<file path="src/rtl/vector_memory_arbiter_if.sv">
// Bundle of CPU, host loader/dumper and memory-port signals around the vector memory arbiter.
// The slave modport is the arbiter; the master modport is the environment (CPU, host, memory).
interface vector_memory_arbiter_if #(
  parameter int DATA_WIDTH    = 152,
  parameter int ADDRESS_WIDTH = 19,
  parameter int BURST_WIDTH   = 8
);
  logic                     cpuReq;
  logic                     cpuWrite;
  logic [ADDRESS_WIDTH-1:0] cpuAddress;
  logic [DATA_WIDTH-1:0]    cpuWriteData;
  logic                     cpuStall;
  logic [DATA_WIDTH-1:0]    cpuReadData;
  logic                     cpuReadValid;

  logic                     hostStart;
  logic                     hostWrite;
  logic [ADDRESS_WIDTH-1:0] hostBaseAddress;
  logic [BURST_WIDTH-1:0]   hostLength;
  logic                     hostBeatValid;
  logic [DATA_WIDTH-1:0]    hostWriteData;
  logic                     hostBeatReady;
  logic [DATA_WIDTH-1:0]    hostReadData;
  logic                     hostReadValid;
  logic                     hostBusy;
  logic                     hostDone;

  logic                     memWriteEnable;
  logic [ADDRESS_WIDTH-1:0] memAddress;
  logic [DATA_WIDTH-1:0]    memWriteData;
  logic [DATA_WIDTH-1:0]    memReadData;

  modport slave (
    input  cpuReq, cpuWrite, cpuAddress, cpuWriteData,
    output cpuStall, cpuReadData, cpuReadValid,
    input  hostStart, hostWrite, hostBaseAddress, hostLength, hostBeatValid, hostWriteData,
    output hostBeatReady, hostReadData, hostReadValid, hostBusy, hostDone,
    output memWriteEnable, memAddress, memWriteData,
    input  memReadData
  );

  modport master (
    output cpuReq, cpuWrite, cpuAddress, cpuWriteData,
    input  cpuStall, cpuReadData, cpuReadValid,
    output hostStart, hostWrite, hostBaseAddress, hostLength, hostBeatValid, hostWriteData,
    input  hostBeatReady, hostReadData, hostReadValid, hostBusy, hostDone,
    input  memWriteEnable, memAddress, memWriteData,
    output memReadData
  );
endinterface

</file>
<file path="src/rtl/vector_memory_arbiter.sv">
// Shares the single-port vector memory between single-beat CPU accesses and host bursts,
// bounding CPU starvation to HOLD_LIMIT consecutive host beats.
module vector_memory_arbiter #(
  parameter int DATA_WIDTH    = 152,
  parameter int ADDRESS_WIDTH = 19,
  parameter int BURST_WIDTH   = 8,
  parameter int HOLD_LIMIT    = 4
) (
  input logic                  clock,
  input logic                  reset,
  vector_memory_arbiter_if.slave bus
);
  localparam int STARVE_WIDTH = $clog2(HOLD_LIMIT + 1);

  typedef enum logic {
    IDLE  = 1'b0,
    BURST = 1'b1
  } state_e;

  state_e                   state_q, state_d;
  logic                     host_write_q, host_write_d;
  logic [ADDRESS_WIDTH-1:0] base_q, base_d;
  logic [BURST_WIDTH-1:0]   length_q, length_d;
  logic [BURST_WIDTH-1:0]   index_q, index_d;
  logic [STARVE_WIDTH-1:0]  starve_q, starve_d;

  logic                     cpu_read_valid_q;
  logic [DATA_WIDTH-1:0]    cpu_read_data_q;
  logic                     host_read_valid_q;
  logic [DATA_WIDTH-1:0]    host_read_data_q;
  logic                     host_done_q;

  logic                     cpu_grant;
  logic                     host_grant;
  logic                     beat_done;
  logic                     last_beat;
  logic [ADDRESS_WIDTH-1:0] host_address;

  // Grants are forced low while reset is held so the memory port is quiet immediately.
  always_comb begin
    // NOTE: every signal assigned in always_comb gets a default first so no latch is inferred.
    cpu_grant  = 1'b0;
    host_grant = 1'b0;
    if (reset) begin
      if (state_q == IDLE) begin
        cpu_grant = bus.cpuReq;
      end else begin
        cpu_grant  = bus.cpuReq &&
                     ((starve_q == STARVE_WIDTH'(HOLD_LIMIT)) ||
                      (host_write_q && !bus.hostBeatValid));
        host_grant = !cpu_grant;
      end
    end
  end

  assign beat_done    = host_grant && (!host_write_q || bus.hostBeatValid);
  assign last_beat    = (index_q == length_q - BURST_WIDTH'(1));
  assign host_address = base_q + ADDRESS_WIDTH'(index_q);

  always_comb begin
    state_d      = state_q;
    host_write_d = host_write_q;
    base_d       = base_q;
    length_d     = length_q;
    index_d      = index_q;
    unique case (state_q)
      IDLE: begin
        if (bus.hostStart && (bus.hostLength != '0)) begin
          state_d      = BURST;
          host_write_d = bus.hostWrite;
          base_d       = bus.hostBaseAddress;
          length_d     = bus.hostLength;
          index_d      = '0;
        end
      end
      BURST: begin
        if (beat_done) begin
          if (last_beat) state_d = IDLE;
          else           index_d = index_q + BURST_WIDTH'(1);
        end
      end
      default: state_d = IDLE;
    endcase

    // Starvation only accumulates while the CPU is actually waiting.
    if (cpu_grant || !bus.cpuReq) begin
      starve_d = '0;
    end else if (beat_done && (starve_q != STARVE_WIDTH'(HOLD_LIMIT))) begin
      starve_d = starve_q + STARVE_WIDTH'(1);
    end else begin
      starve_d = starve_q;
    end
  end

  always_ff @(posedge clock or negedge reset) begin
    if (!reset) begin
      state_q           <= IDLE;
      host_write_q      <= 1'b0;
      base_q            <= '0;
      length_q          <= '0;
      index_q           <= '0;
      starve_q          <= '0;
      cpu_read_valid_q  <= 1'b0;
      cpu_read_data_q   <= '0;
      host_read_valid_q <= 1'b0;
      host_read_data_q  <= '0;
      host_done_q       <= 1'b0;
    end else begin
      // NOTE: sequential state uses non-blocking assignments so every register samples pre-edge values.
      state_q           <= state_d;
      host_write_q      <= host_write_d;
      base_q            <= base_d;
      length_q          <= length_d;
      index_q           <= index_d;
      starve_q          <= starve_d;
      cpu_read_valid_q  <= cpu_grant && !bus.cpuWrite;
      host_read_valid_q <= beat_done && !host_write_q;
      host_done_q       <= beat_done && last_beat;
      if (cpu_grant && !bus.cpuWrite) cpu_read_data_q  <= bus.memReadData;
      if (beat_done && !host_write_q) host_read_data_q <= bus.memReadData;
    end
  end

  // A host write beat only strobes memory once its data is actually present.
  assign bus.memWriteEnable = (cpu_grant && bus.cpuWrite) || (beat_done && host_write_q);
  assign bus.memAddress     = host_grant ? host_address      : bus.cpuAddress;
  assign bus.memWriteData   = host_grant ? bus.hostWriteData : bus.cpuWriteData;

  assign bus.cpuStall      = bus.cpuReq && !cpu_grant;
  assign bus.cpuReadData   = cpu_read_data_q;
  assign bus.cpuReadValid  = cpu_read_valid_q;
  assign bus.hostBeatReady = host_grant;
  assign bus.hostReadData  = host_read_data_q;
  assign bus.hostReadValid = host_read_valid_q;
  assign bus.hostBusy      = (state_q == BURST);
  assign bus.hostDone      = host_done_q;
endmodule

</file>
<file path="src/flat_wrapper.sv">
// flat-port wrapper written by rule: the top's interface ports become plain ports
module vector_memory_arbiter_flat 
#(
  parameter int DATA_WIDTH    = 152,
  parameter int ADDRESS_WIDTH = 19,
  parameter int BURST_WIDTH   = 8,
  parameter int HOLD_LIMIT    = 4
)
  (clock, reset, bus_cpuReq, bus_cpuWrite, bus_cpuAddress, bus_cpuWriteData, bus_cpuStall, bus_cpuReadData, bus_cpuReadValid, bus_hostStart, bus_hostWrite, bus_hostBaseAddress, bus_hostLength, bus_hostBeatValid, bus_hostWriteData, bus_hostBeatReady, bus_hostReadData, bus_hostReadValid, bus_hostBusy, bus_hostDone, bus_memWriteEnable, bus_memAddress, bus_memWriteData, bus_memReadData);
  vector_memory_arbiter_if #(.DATA_WIDTH(DATA_WIDTH), .ADDRESS_WIDTH(ADDRESS_WIDTH), .BURST_WIDTH(BURST_WIDTH)) bus_i ();
  input logic clock;
  input logic reset;
  input wire logic [$bits(bus_i.cpuReq)-1:0] bus_cpuReq;
  input wire logic [$bits(bus_i.cpuWrite)-1:0] bus_cpuWrite;
  input wire logic [$bits(bus_i.cpuAddress)-1:0] bus_cpuAddress;
  input wire logic [$bits(bus_i.cpuWriteData)-1:0] bus_cpuWriteData;
  output wire logic [$bits(bus_i.cpuStall)-1:0] bus_cpuStall;
  output wire logic [$bits(bus_i.cpuReadData)-1:0] bus_cpuReadData;
  output wire logic [$bits(bus_i.cpuReadValid)-1:0] bus_cpuReadValid;
  input wire logic [$bits(bus_i.hostStart)-1:0] bus_hostStart;
  input wire logic [$bits(bus_i.hostWrite)-1:0] bus_hostWrite;
  input wire logic [$bits(bus_i.hostBaseAddress)-1:0] bus_hostBaseAddress;
  input wire logic [$bits(bus_i.hostLength)-1:0] bus_hostLength;
  input wire logic [$bits(bus_i.hostBeatValid)-1:0] bus_hostBeatValid;
  input wire logic [$bits(bus_i.hostWriteData)-1:0] bus_hostWriteData;
  output wire logic [$bits(bus_i.hostBeatReady)-1:0] bus_hostBeatReady;
  output wire logic [$bits(bus_i.hostReadData)-1:0] bus_hostReadData;
  output wire logic [$bits(bus_i.hostReadValid)-1:0] bus_hostReadValid;
  output wire logic [$bits(bus_i.hostBusy)-1:0] bus_hostBusy;
  output wire logic [$bits(bus_i.hostDone)-1:0] bus_hostDone;
  output wire logic [$bits(bus_i.memWriteEnable)-1:0] bus_memWriteEnable;
  output wire logic [$bits(bus_i.memAddress)-1:0] bus_memAddress;
  output wire logic [$bits(bus_i.memWriteData)-1:0] bus_memWriteData;
  input wire logic [$bits(bus_i.memReadData)-1:0] bus_memReadData;
  assign bus_i.cpuReq = bus_cpuReq;
  assign bus_i.cpuWrite = bus_cpuWrite;
  assign bus_i.cpuAddress = bus_cpuAddress;
  assign bus_i.cpuWriteData = bus_cpuWriteData;
  assign bus_cpuStall = bus_i.cpuStall;
  assign bus_cpuReadData = bus_i.cpuReadData;
  assign bus_cpuReadValid = bus_i.cpuReadValid;
  assign bus_i.hostStart = bus_hostStart;
  assign bus_i.hostWrite = bus_hostWrite;
  assign bus_i.hostBaseAddress = bus_hostBaseAddress;
  assign bus_i.hostLength = bus_hostLength;
  assign bus_i.hostBeatValid = bus_hostBeatValid;
  assign bus_i.hostWriteData = bus_hostWriteData;
  assign bus_hostBeatReady = bus_i.hostBeatReady;
  assign bus_hostReadData = bus_i.hostReadData;
  assign bus_hostReadValid = bus_i.hostReadValid;
  assign bus_hostBusy = bus_i.hostBusy;
  assign bus_hostDone = bus_i.hostDone;
  assign bus_memWriteEnable = bus_i.memWriteEnable;
  assign bus_memAddress = bus_i.memAddress;
  assign bus_memWriteData = bus_i.memWriteData;
  assign bus_i.memReadData = bus_memReadData;
  vector_memory_arbiter #(.DATA_WIDTH(DATA_WIDTH), .ADDRESS_WIDTH(ADDRESS_WIDTH), .BURST_WIDTH(BURST_WIDTH), .HOLD_LIMIT(HOLD_LIMIT)) u_core (.clock(clock), .reset(reset), .bus(bus_i));
endmodule
</file>
<file path="config.mk">
export PLATFORM = sky130hd
export DESIGN_NAME = vector_memory_arbiter_flat
export DESIGN_NICKNAME = d
export VERILOG_FILES = /design/src/rtl/vector_memory_arbiter_if.sv /design/src/rtl/vector_memory_arbiter.sv /design/src/flat_wrapper.sv
export SDC_FILE = /design/constraint.sdc
export NUM_CORES = 1
export LEC_CHECK = 0
export ABC_AREA = 1
export BUFFER_PORTS_ARGS = -buffer_cell sky130_fd_sc_hd__buf_2
export CORE_AREA = 8 8 375 377
export DETAILED_ROUTE_END_ITERATION = 7
export DIE_AREA = 0 0 383 385
export MAX_ROUTING_LAYER = met4
export PLACE_DENSITY = 0.31
export SETUP_SLACK_MARGIN = 0.05
export SYNTH_ARGS = -nofsm -noshare
export SYNTH_HDL_FRONTEND = slang
export SYNTH_SLANG_ARGS = --single-unit
</file>
<file path="constraint.sdc">
create_clock -name clock -period 3.29 [get_ports clock]
set_clock_uncertainty 0.05 [all_clocks]
set_input_delay 0.329 -clock clock [delete_from_list [all_inputs] [get_ports clock]]
set_output_delay 0.329 -clock clock [all_outputs]
set_load 0.02 [all_outputs]
</file>
# After elaboration in Yosys (flattened, before gate mapping)
# Index checks and enable logic that the tools add are counted.
[totals] ff_bits=347 output_inout_bits=482 elab_cells=63
[op_classes] n_addsub=4 eq_ne=6 mux=16 bitwise_logic=1 n_reduce_logical=25
[op_table] operator="152-bit 2-to-1 mux" n=1
[op_table] operator="8-bit 2-to-1 mux" n=3
[op_table] operator="19-bit by 8-bit adder with 19-bit output" n=1
[op_table] operator="19-bit 2-to-1 mux" n=1
[op_table] operator="8-bit one-hot mux with 2 select lines" n=1
[op_table] operator="1-bit logical AND" n=11
[op_table] operator="8-bit by 1-bit adder with 8-bit output (second input constant)" n=1
[op_table] operator="8-bit == test" n=1
[op_table] operator="8-bit nonzero test" n=1
[op_table] operator="8-bit by 1-bit subtractor with 8-bit output (second input constant)" n=1
[op_table] operator="1-bit 2-to-1 mux" n=7
[op_table] operator="1-bit zero test" n=6
[op_table] operator="3-bit 2-to-1 mux" n=2
[op_table] operator="2-bit != test (second input constant)" n=3
[op_table] operator="1-bit logical OR" n=4
[op_table] operator="3-bit by 1-bit adder with 3-bit output (second input constant)" n=1
[op_table] operator="3-bit == test (second input constant)" n=1
[op_table] operator="3-bit != test (second input constant)" n=1
[op_table] operator="3-bit AND reduction" n=1
[op_table] operator="1-bit one-hot mux with 2 select lines" n=1
[op_table] operator="2-bit AND reduction" n=1
[op_table] operator="2-bit nonzero test" n=1
[op_table] operator="1-bit inverter" n=1

# Depth between registers and ports, before layout
# Gate-level depths: netlist (run 1).
[depth] depth_word=11 mapped_depth=13 ltp_nobuf=13

# Worst setup path before layout (run 1)
# No wires, ideal clock.
[synth_timing] kind="reg2out" startpoint="register u_core.index_q[0]" endpoint="output port bus_memAddress[10]" arrival_ns=2.076 path_slack_ns=0.835 stages_incl_launch_ff=11 path_buffers=0 cell_sequence="dfrtp_1 ha_1 inv_1 fa_1 nor2_1 nand3_1 nand3_1 nand2_1 nand2_1 a21oi_1 o21ai_0"
[synth_via] elab_chain_len=2
[synth_lines] item="from (decl)" line="vector_memory_arbiter.sv:24" source="logic [BURST_WIDTH-1:0] index_q, index_d;"
[synth_lines] item="from (signal assigned)" line="vector_memory_arbiter.sv:114" source="index_q <= index_d;"
[synth_lines] item="19-bit by 8-bit adder with 19-bit output" line="vector_memory_arbiter.sv:58" source="assign host_address = base_q + ADDRESS_WIDTH'(index_q);"
[synth_lines] item="19-bit 2-to-1 mux" line="vector_memory_arbiter.sv:126" source="assign bus.memAddress = host_grant ? host_address : bus.cpuAddress;"
[synth_lines] item="to (decl)" line="flat_wrapper.sv:32" source="output wire logic [$bits(bus_i.memAddress)-1:0] bus_memAddress;"
# Every way passes these cells.

# Worst setup path in the final report (run 1)
[layout_timing] startpoint="register u_core.starve_q[0]" endpoint="output port bus_memWriteData[48]"
[layout_via] elab_chain_len=7
[layout_lines] item="from (decl)" line="vector_memory_arbiter.sv:25" source="logic [STARVE_WIDTH-1:0] starve_q, starve_d;"
[layout_lines] item="from (signal assigned)" line="vector_memory_arbiter.sv:115" source="starve_q <= starve_d;"
[layout_lines] item="3-bit == test" line="vector_memory_arbiter.sv:49" source="((starve_q == STARVE_WIDTH'(HOLD_LIMIT)) ||"
[layout_lines] item="1-bit logical OR" line="vector_memory_arbiter.sv:49"
[layout_lines] item="1-bit logical AND" line="vector_memory_arbiter.sv:48" source="cpu_grant = bus.cpuReq &&"
[layout_lines] item="1-bit zero test" line="vector_memory_arbiter.sv:51" source="host_grant = !cpu_grant;"
[layout_lines] item="1-bit 2-to-1 mux" line="vector_memory_arbiter.sv:45" source="if (state_q == IDLE) begin"
[layout_lines] item="1-bit 2-to-1 mux" line="vector_memory_arbiter.sv:44" source="if (reset) begin"
[layout_lines] item="152-bit 2-to-1 mux" line="vector_memory_arbiter.sv:127" source="assign bus.memWriteData = host_grant ? bus.hostWriteData : bus.cpuWriteData;"
[layout_lines] item="to (decl)" line="flat_wrapper.sv:33" source="output wire logic [$bits(bus_i.memWriteData)-1:0] bus_memWriteData;"
# Every way passes these cells.

==> results of run 1 <==
-- what timing repair did --
action / CTS / global route
hold endpoints to repair: 447 / 0
hold buffers: 172 / 0
cloned: 2 / 0
endpoints found under the setup margin: 96 / 131
setup buffers: 0 / 1
gates resized for setup: 44 / 75
pin swaps: 0 / 2
-- cell usage after synthesis, types with 4 or more instances --
library cell  instances  area share, %
nor2_1               41           0.96
inv_1               194            4.5
xor2_1                7           0.38
ha_1                 12           0.93
nand3_1              50            1.6
xnor2_1               7           0.38
inv_2                 4          0.093
nor3_1                8           0.25
o21ai_1             187            5.8
clkbuf_1             29           0.68
dfrtp_1             347             54
o21ai_0             134            4.2
a21oi_1              25           0.78
nand4_1              10           0.39
nand2_1             907             21
buf_2                79            2.5
-- cell families after synthesis --
| logic type | Yosys count | synth area share, % |
|---|---|---|
| xor+xnor | 14 | 0.762 |
| fa+ha+maj | 13 | 1.06 |
| simple gates | 1032 | 25.1 |
| buf+inv | 311 | 8.02 |
| compound gates | 354 | 11.1 |
| flops | 347 | 53.9 |
-- tightest hold or removal path, delay by kind of cell --
family                 cells  cell delay [ps]
AOI/OAI and AO/OA          1              170
buffers and inverters      2              150
-- flip-flops by register name, summed over array words and instances, names as in the netlist --
name	flops
u_core.length_q	8
u_core.bus.cpuReadValid	1
u_core.bus.cpuReadData	152
u_core.bus.hostReadData	152
u_core.bus.hostBusy	1
u_core.bus.hostDone	1
u_core.bus.hostReadValid	1
u_core.host_write_q	1
u_core.index_q	8
u_core.starve_q	3
u_core.base_q	19
-- cell type report --
class                      count  area share, %
clock buffer                  64           4.83
multi-input combinational   1413           23.7
sequential                   347           32.1
timing repair buffer        1198           27.1
antenna                       26          0.240
clock inverter                13          0.892
inverter                     199           2.91
tap                         1781           8.23
-- cells in the final DEF, fill, tap and decap left out, drive strengths merged --
| cell type | count |
|---|---|
| nor2 | 43 |
| nor3 | 8 |
| a31o | 1 |
| a21oi | 25 |
| bufinv | 6 |
| ha | 12 |
| inv | 199 |
| nor4 | 3 |
| xor2 | 7 |
| nand4 | 10 |
| xnor2 | 7 |
| clkbuf | 66 |
| and3 | 1 |
| or2 | 2 |
| dlygate4sd3 | 172 |
| a32o | 1 |
| nor3b | 2 |
| fa | 1 |
| clkinv | 7 |
| buf | 1024 |
| a31oi | 2 |
| dfrtp | 347 |
| nand3b | 1 |
| nand3 | 51 |
| nand2 | 911 |
| o21ai | 322 |
| o21bai | 3 |
| diode | 26 |
-- layer usage --
metal / vias up / track usage, % / wire length [um] / share of wire (%)
li1: 8787 / - / - / -
met1: 8801 / 21.3 / 56300 / 43
met3: 108 / 6.82 / 11900 / 9.1
met5: - / - / 0 / 0
met2: 765 / 26.7 / 59200 / 45
met4: 0 / 3.93 / 2920 / 2.2
-- stage by stage --
stage                     std cells  utilization (%)  setup slack [ps]  instance area (sq um)
after floorplan                2071                -               835                  16100
after global placement         4763             17.3               281                  23300
after detailed placement       4763             17.3               294                  23300
after CTS                      5014             19.9             -29.0                  26800
after global routing           5030             20.1              17.8                  27000
final                          5041             20.1               133                  27100
-- report_power, final --
group / total [mW] / switching, mW / internal [mW]
sequential: 7.60 / 1.26 / 6.34
clock: 5.29 / 2.06 / 3.23
combinational: 13.4 / 9.48 / 3.94
-- worst min path at each step --
| stage | slack, ps | to | start | cells past startpoint |
|---|---|---|---|---|
| 4_1_cts | 0.7 | u_core.length_q[0]$_DFFE_PN0P_ | bus_hostLength[0] | 3 |
| 3_5_place_dp | 420 | u_core.bus.cpuReadData[43]$_DFFE_PN0P_ | u_core.bus.cpuReadData[43]$_DFFE_PN0P_ | 2 |
| 2_1_floorplan | -20 | u_core.base_q[0]$_DFFE_PN0P_ | reset | 0 |
| 6_report | 70 | u_core.bus.hostReadData[76]$_DFFE_PN0P_ | bus_memReadData[76] | 3 |
| 3_3_place_gp | 410 | u_core.bus.cpuReadData[21]$_DFFE_PN0P_ | u_core.bus.cpuReadData[21]$_DFFE_PN0P_ | 2 |
| 5_1_grt | 10 | u_core.bus.hostReadData[76]$_DFFE_PN0P_ | bus_memReadData[76] | 3 |
==> summary.txt, run 1 <==
mean post-synth cell area = 7.77 sq um
register area = 8690 sq um
CP bufs+invs = 4
TritonRoute pass-1 iters = 7
status = finished, final reports clean
GP Congestion = 1.11
Synth Instances = 2071
Yosys warning count = 0
Most used DFF post-synth = dfrtp_1
Setup crit start = u_core.starve_q[0]$_DFFE_PN0P_
largest net degree at the start of global routing = 131
cell depth of the worst setup path = 11
routed len/inst = 25.8 um
VDD IR-drop max = 0.000542 V
clock tree buffer depth = 3
H-tree levels = 2
routed wire length = 130 mm
Crit. End Element = output pin
Netlist Area Pre-Place = 16100 sq um
DP HPWL = 110 mm
FF-to-FF Start = u_core.starve_q[0]$_DFFE_PN0P_
Initial Util = 12.0%
R2R setup slack = 620 ps
end of the worst register-to-register path = u_core.bus.hostReadData[32]$_DFFE_PN0P_
nets@finish = 3727
vias in the first global route = 18500
crit path max-delay cell type = dfrtp_1
Final Total Pwr = 26.3 mW
initial antenna violation count = 31
1st-iter DRT viols = 1476
die area = 147000 sq um
die width = 383 um
grt total ovfl = 0
Clock transition at path regs = 50 ps
worst-path fanout max = 42
CP top delay family = buffers and inverters
sequential fraction of the synthesis area = 53.9%
Skew-Pair Late Insertion Delay = 580 ps
Tmin final = 3160 ps
TritonCTS Sinks = 347
CTS tree = built
Period Utilization, post-route = 96.0%
via count = 18500
IO buf count = 990
FFs w/ async S/R, synth = 100%
crit-path most repeated cell = nand2_1
DR DRC count = 0
pins over their slew limit = 0
number of max-cap violations = 0
boundary pin count = 991
layout cells sized above 1 = 36.7%
Highest Clock Rate = 0.317 GHz
CORE AREA = 135000 sq um
Post-Syn Nets = 2593
final hold slack = 65.1 ps
die height = 385 um
Fin Setup TNS = 0 ps
final setup violation count = 0
pwr dens = 972 nW/um^2
fillers = 15400
cells on worst reg2reg path = 12
EDFF count, synth = 0
Worst Hold Class = in -> reg
multi-input logic area = 6410 sq um
cts bufs inserted = 46
critical path endpoint = bus_memWriteData[48]
antenna viol nets, final = 0
total track usage = 17.3%
Crit path arrival time = 2780 ps
WS Path Type = reg -> out
Slew @ Worst Pin = 1060 ps
area delta synth->final = 68.2%
routed vias/inst = 3.66
crit start category = flop
Crit path required time = 2910 ps
CP cell instances = inv_1 -> ha_1 -> nand2_1 -> nand3_2 -> o21ai_4 -> nand2_8 -> buf_16 -> buf_6 -> nand2_1 -> nand2_1 -> buf_2
CTS Root Cell = clkbuf_16
Leakage Power = 14.7 nW
RSZ-0062 raised after global routing = true
Hold Fails Final Rpt = 0
CP peak stage delay = 380 ps
Worst slew margin = 29.6%
Rows = 135
Netlist cell types = 34
global-route wire length before repair = 170 mm
Yosys reg bits = 347
Power figures use the tool's default switching activity.
==> run 2: changes to the inputs <==
--- a/config.mk
+++ b/config.mk
@@ -12,7 +12,7 @@
 export DIE_AREA = 0 0 383 385
 export MAX_ROUTING_LAYER = met4
 export PLACE_DENSITY = 0.31
-export SETUP_SLACK_MARGIN = 0.05
+export SETUP_SLACK_MARGIN = 0.4
 export SYNTH_ARGS = -nofsm -noshare
 export SYNTH_HDL_FRONTEND = slang
 export SYNTH_SLANG_ARGS = --single-unit
==> summary.txt, run 2 (synthesis results as in run 1) <==
grt total ovfl = 0
DP HPWL = 110 mm
Worst Hold Class = in -> reg
Highest Clock Rate = 0.343 GHz
Period Utilization, post-route = 88.7%
Hold Fails Final Rpt = 0
boundary pin count = 991
routed vias/inst = 3.75
FF-to-FF Start = u_core.starve_q[0]$_DFFE_PN0P_
TritonRoute pass-1 iters = 5
CTS tree = built
R2R setup slack = 730 ps
most frequent cells in the layout = buf_2, nand2_1, dfrtp_1
Crit. End Element = output pin
Hold Path Origin = bus_memReadData[72]
worst-path fanout max = 3
cts bufs inserted = 46
die height = 385 um
Leakage Power = 16.0 nW
Hold Path Sink = u_core.bus.hostReadData[72]$_DFFE_PN0P_
CP peak stage delay = 390 ps
Clock transition at path regs = 60 ps
CORE AREA = 135000 sq um
antenna viol nets, final = 0
Slew @ Worst Pin = 1110 ps
final setup violation count = 0
H-tree levels = 2
CTS Root Cell = clkbuf_16
crit-path most repeated cell = nand2_1
global-route wire length before repair = 177 mm
DR DRC count = 0
DP Cell Count = 4763
crit path max-delay cell type = dfrtp_1
Crit path arrival time = 2540 ps
end of the worst register-to-register path = u_core.bus.hostReadData[32]$_DFFE_PN0P_
pins over their slew limit = 0
1st-iter DRT viols = 1672
Initial Util = 12.0%
GP Congestion = 1.11
WS Path Type = reg -> out
IO buf count = 990
Tmin final = 2920 ps
largest net degree at the start of global routing = 131
Skew-Pair Late Insertion Delay = 590 ps
most common cell after layout, fill and taps aside = buf_2
total track usage = 18.0%
vias in the first global route = 19100
RSZ-0062 raised after global routing = true
Fin Setup TNS = 0 ps
hold depth = 3
status = finished, final reports clean
routed wire length = 137 mm
Crit path required time = 2910 ps
cells on worst reg2reg path = 13
initial antenna violation count = 28
Rows = 135
Worst slew margin = 26.3%
nets@finish = 3798
layout cells sized above 1 = 44.8%
die width = 383 um
VDD IR-drop max = 0.000542 V
clock tree buffer depth = 3
via count = 19200
Final Non-Filler Cells = 5107
crit start category = flop
pwr dens = 947 nW/um^2
fillers = 15200
multi-input logic area = 7820 sq um
CP cell instances = ha_4 -> inv_2 -> fa_2 -> o21ai_1 -> nand4_1 -> nand2_1 -> nand2_1 -> a31oi_2 -> buf_4
register area = 8690 sq um
area delta synth->final = 88.9%
die area = 147000 sq um
routed len/inst = 26.7 um
TritonCTS Sinks = 347
number of max-cap violations = 0
-- run 2: changes by cell type in the layout (fill, tap and decap cells not counted), sizes merged --
cell and delta:
inv +3, diode -5, bufbuf +1, buf +59, nand2 +1, clkbuf +7
-- run 2: area by class of cell --
| class | instances | area share [%] |
|---|---|---|
| diodes | 21 | 0.173 |
| clock buffers | 64 | 4.30 |
| clock inverters | 13 | 0.794 |
| inverters | 199 | 2.56 |
| multi-input cells | 1414 | 25.7 |
| flip-flops and latches | 347 | 28.6 |
| well taps | 1781 | 7.33 |
| repair buffers | 1265 | 30.4 |
| repair inverters | 3 | 0.181 |
-- run 2: through the flow --
stage	setup slack, ps	util, %	area, sq um	total power [mW]	hold WS, ps
2_1_floorplan	835	-	16100	14.2	-16.6
3_3_place_gp	281	17.3	23300	20.7	413
3_5_place_dp	294	17.3	23300	20.7	418
4_1_cts	251	21.5	28900	28.4	0.653
5_1_grt	250	22.6	30400	30.5	15.4
6_report	372	22.6	30400	28.8	61.9
-- run 2: repair_timing --
action,4_1_cts,5_1_grt
hold buffers,172,0
gates resized for setup,457,298
endpoints found under the hold margin,447,0
setup buffers,27,14
cloned,25,8
endpoints found under the setup margin,171,161
pin swaps,27,74
-- run 2: layer usage --
layer	up-vias	routed length [um]	track usage [%]
li1	8935	-	-
met1	9329	57900	22.3
met2	782	63200	28.5
met3	118	12800	6.33
met4	0	2610	3.17
met5	-	0	-
-- run 2: worst max-delay path by stage --
stage | cells past startpoint | to | start | slack, ps
after floorplan | 10 | bus_memAddress[10] | u_core.index_q[0]$_DFFE_PN0P_ | 840
after global placement | 6 | u_core.length_q[3]$_DFFE_PN0P_ | bus_hostLength[5] | 280
after detailed placement | 6 | u_core.length_q[3]$_DFFE_PN0P_ | bus_hostLength[5] | 290
after CTS | 13 | bus_memAddress[18] | u_core.base_q[0]$_DFFE_PN0P_ | 250
after global routing | 9 | bus_memAddress[12] | u_core.base_q[0]$_DFFE_PN0P_ | 250
final | 9 | bus_memAddress[12] | u_core.base_q[0]$_DFFE_PN0P_ | 370
-- run 2: report_power, final --
group          internal [mW]  switching (mW)
logic                   5.45            10.4
clock network           3.23            2.07
registers               6.34            1.27
total                   15.0            13.8
-- run 2: critical path, delay by kind of cell (launching register included) --
kind	cells	cell delay (ps)
AND/OR/NAND/NOR	3	300
flip-flops	1	390
buffers and inverters	2	260
AO/OA/AOI/OAI	2	490
adder cells (fa/ha/maj)	2	510
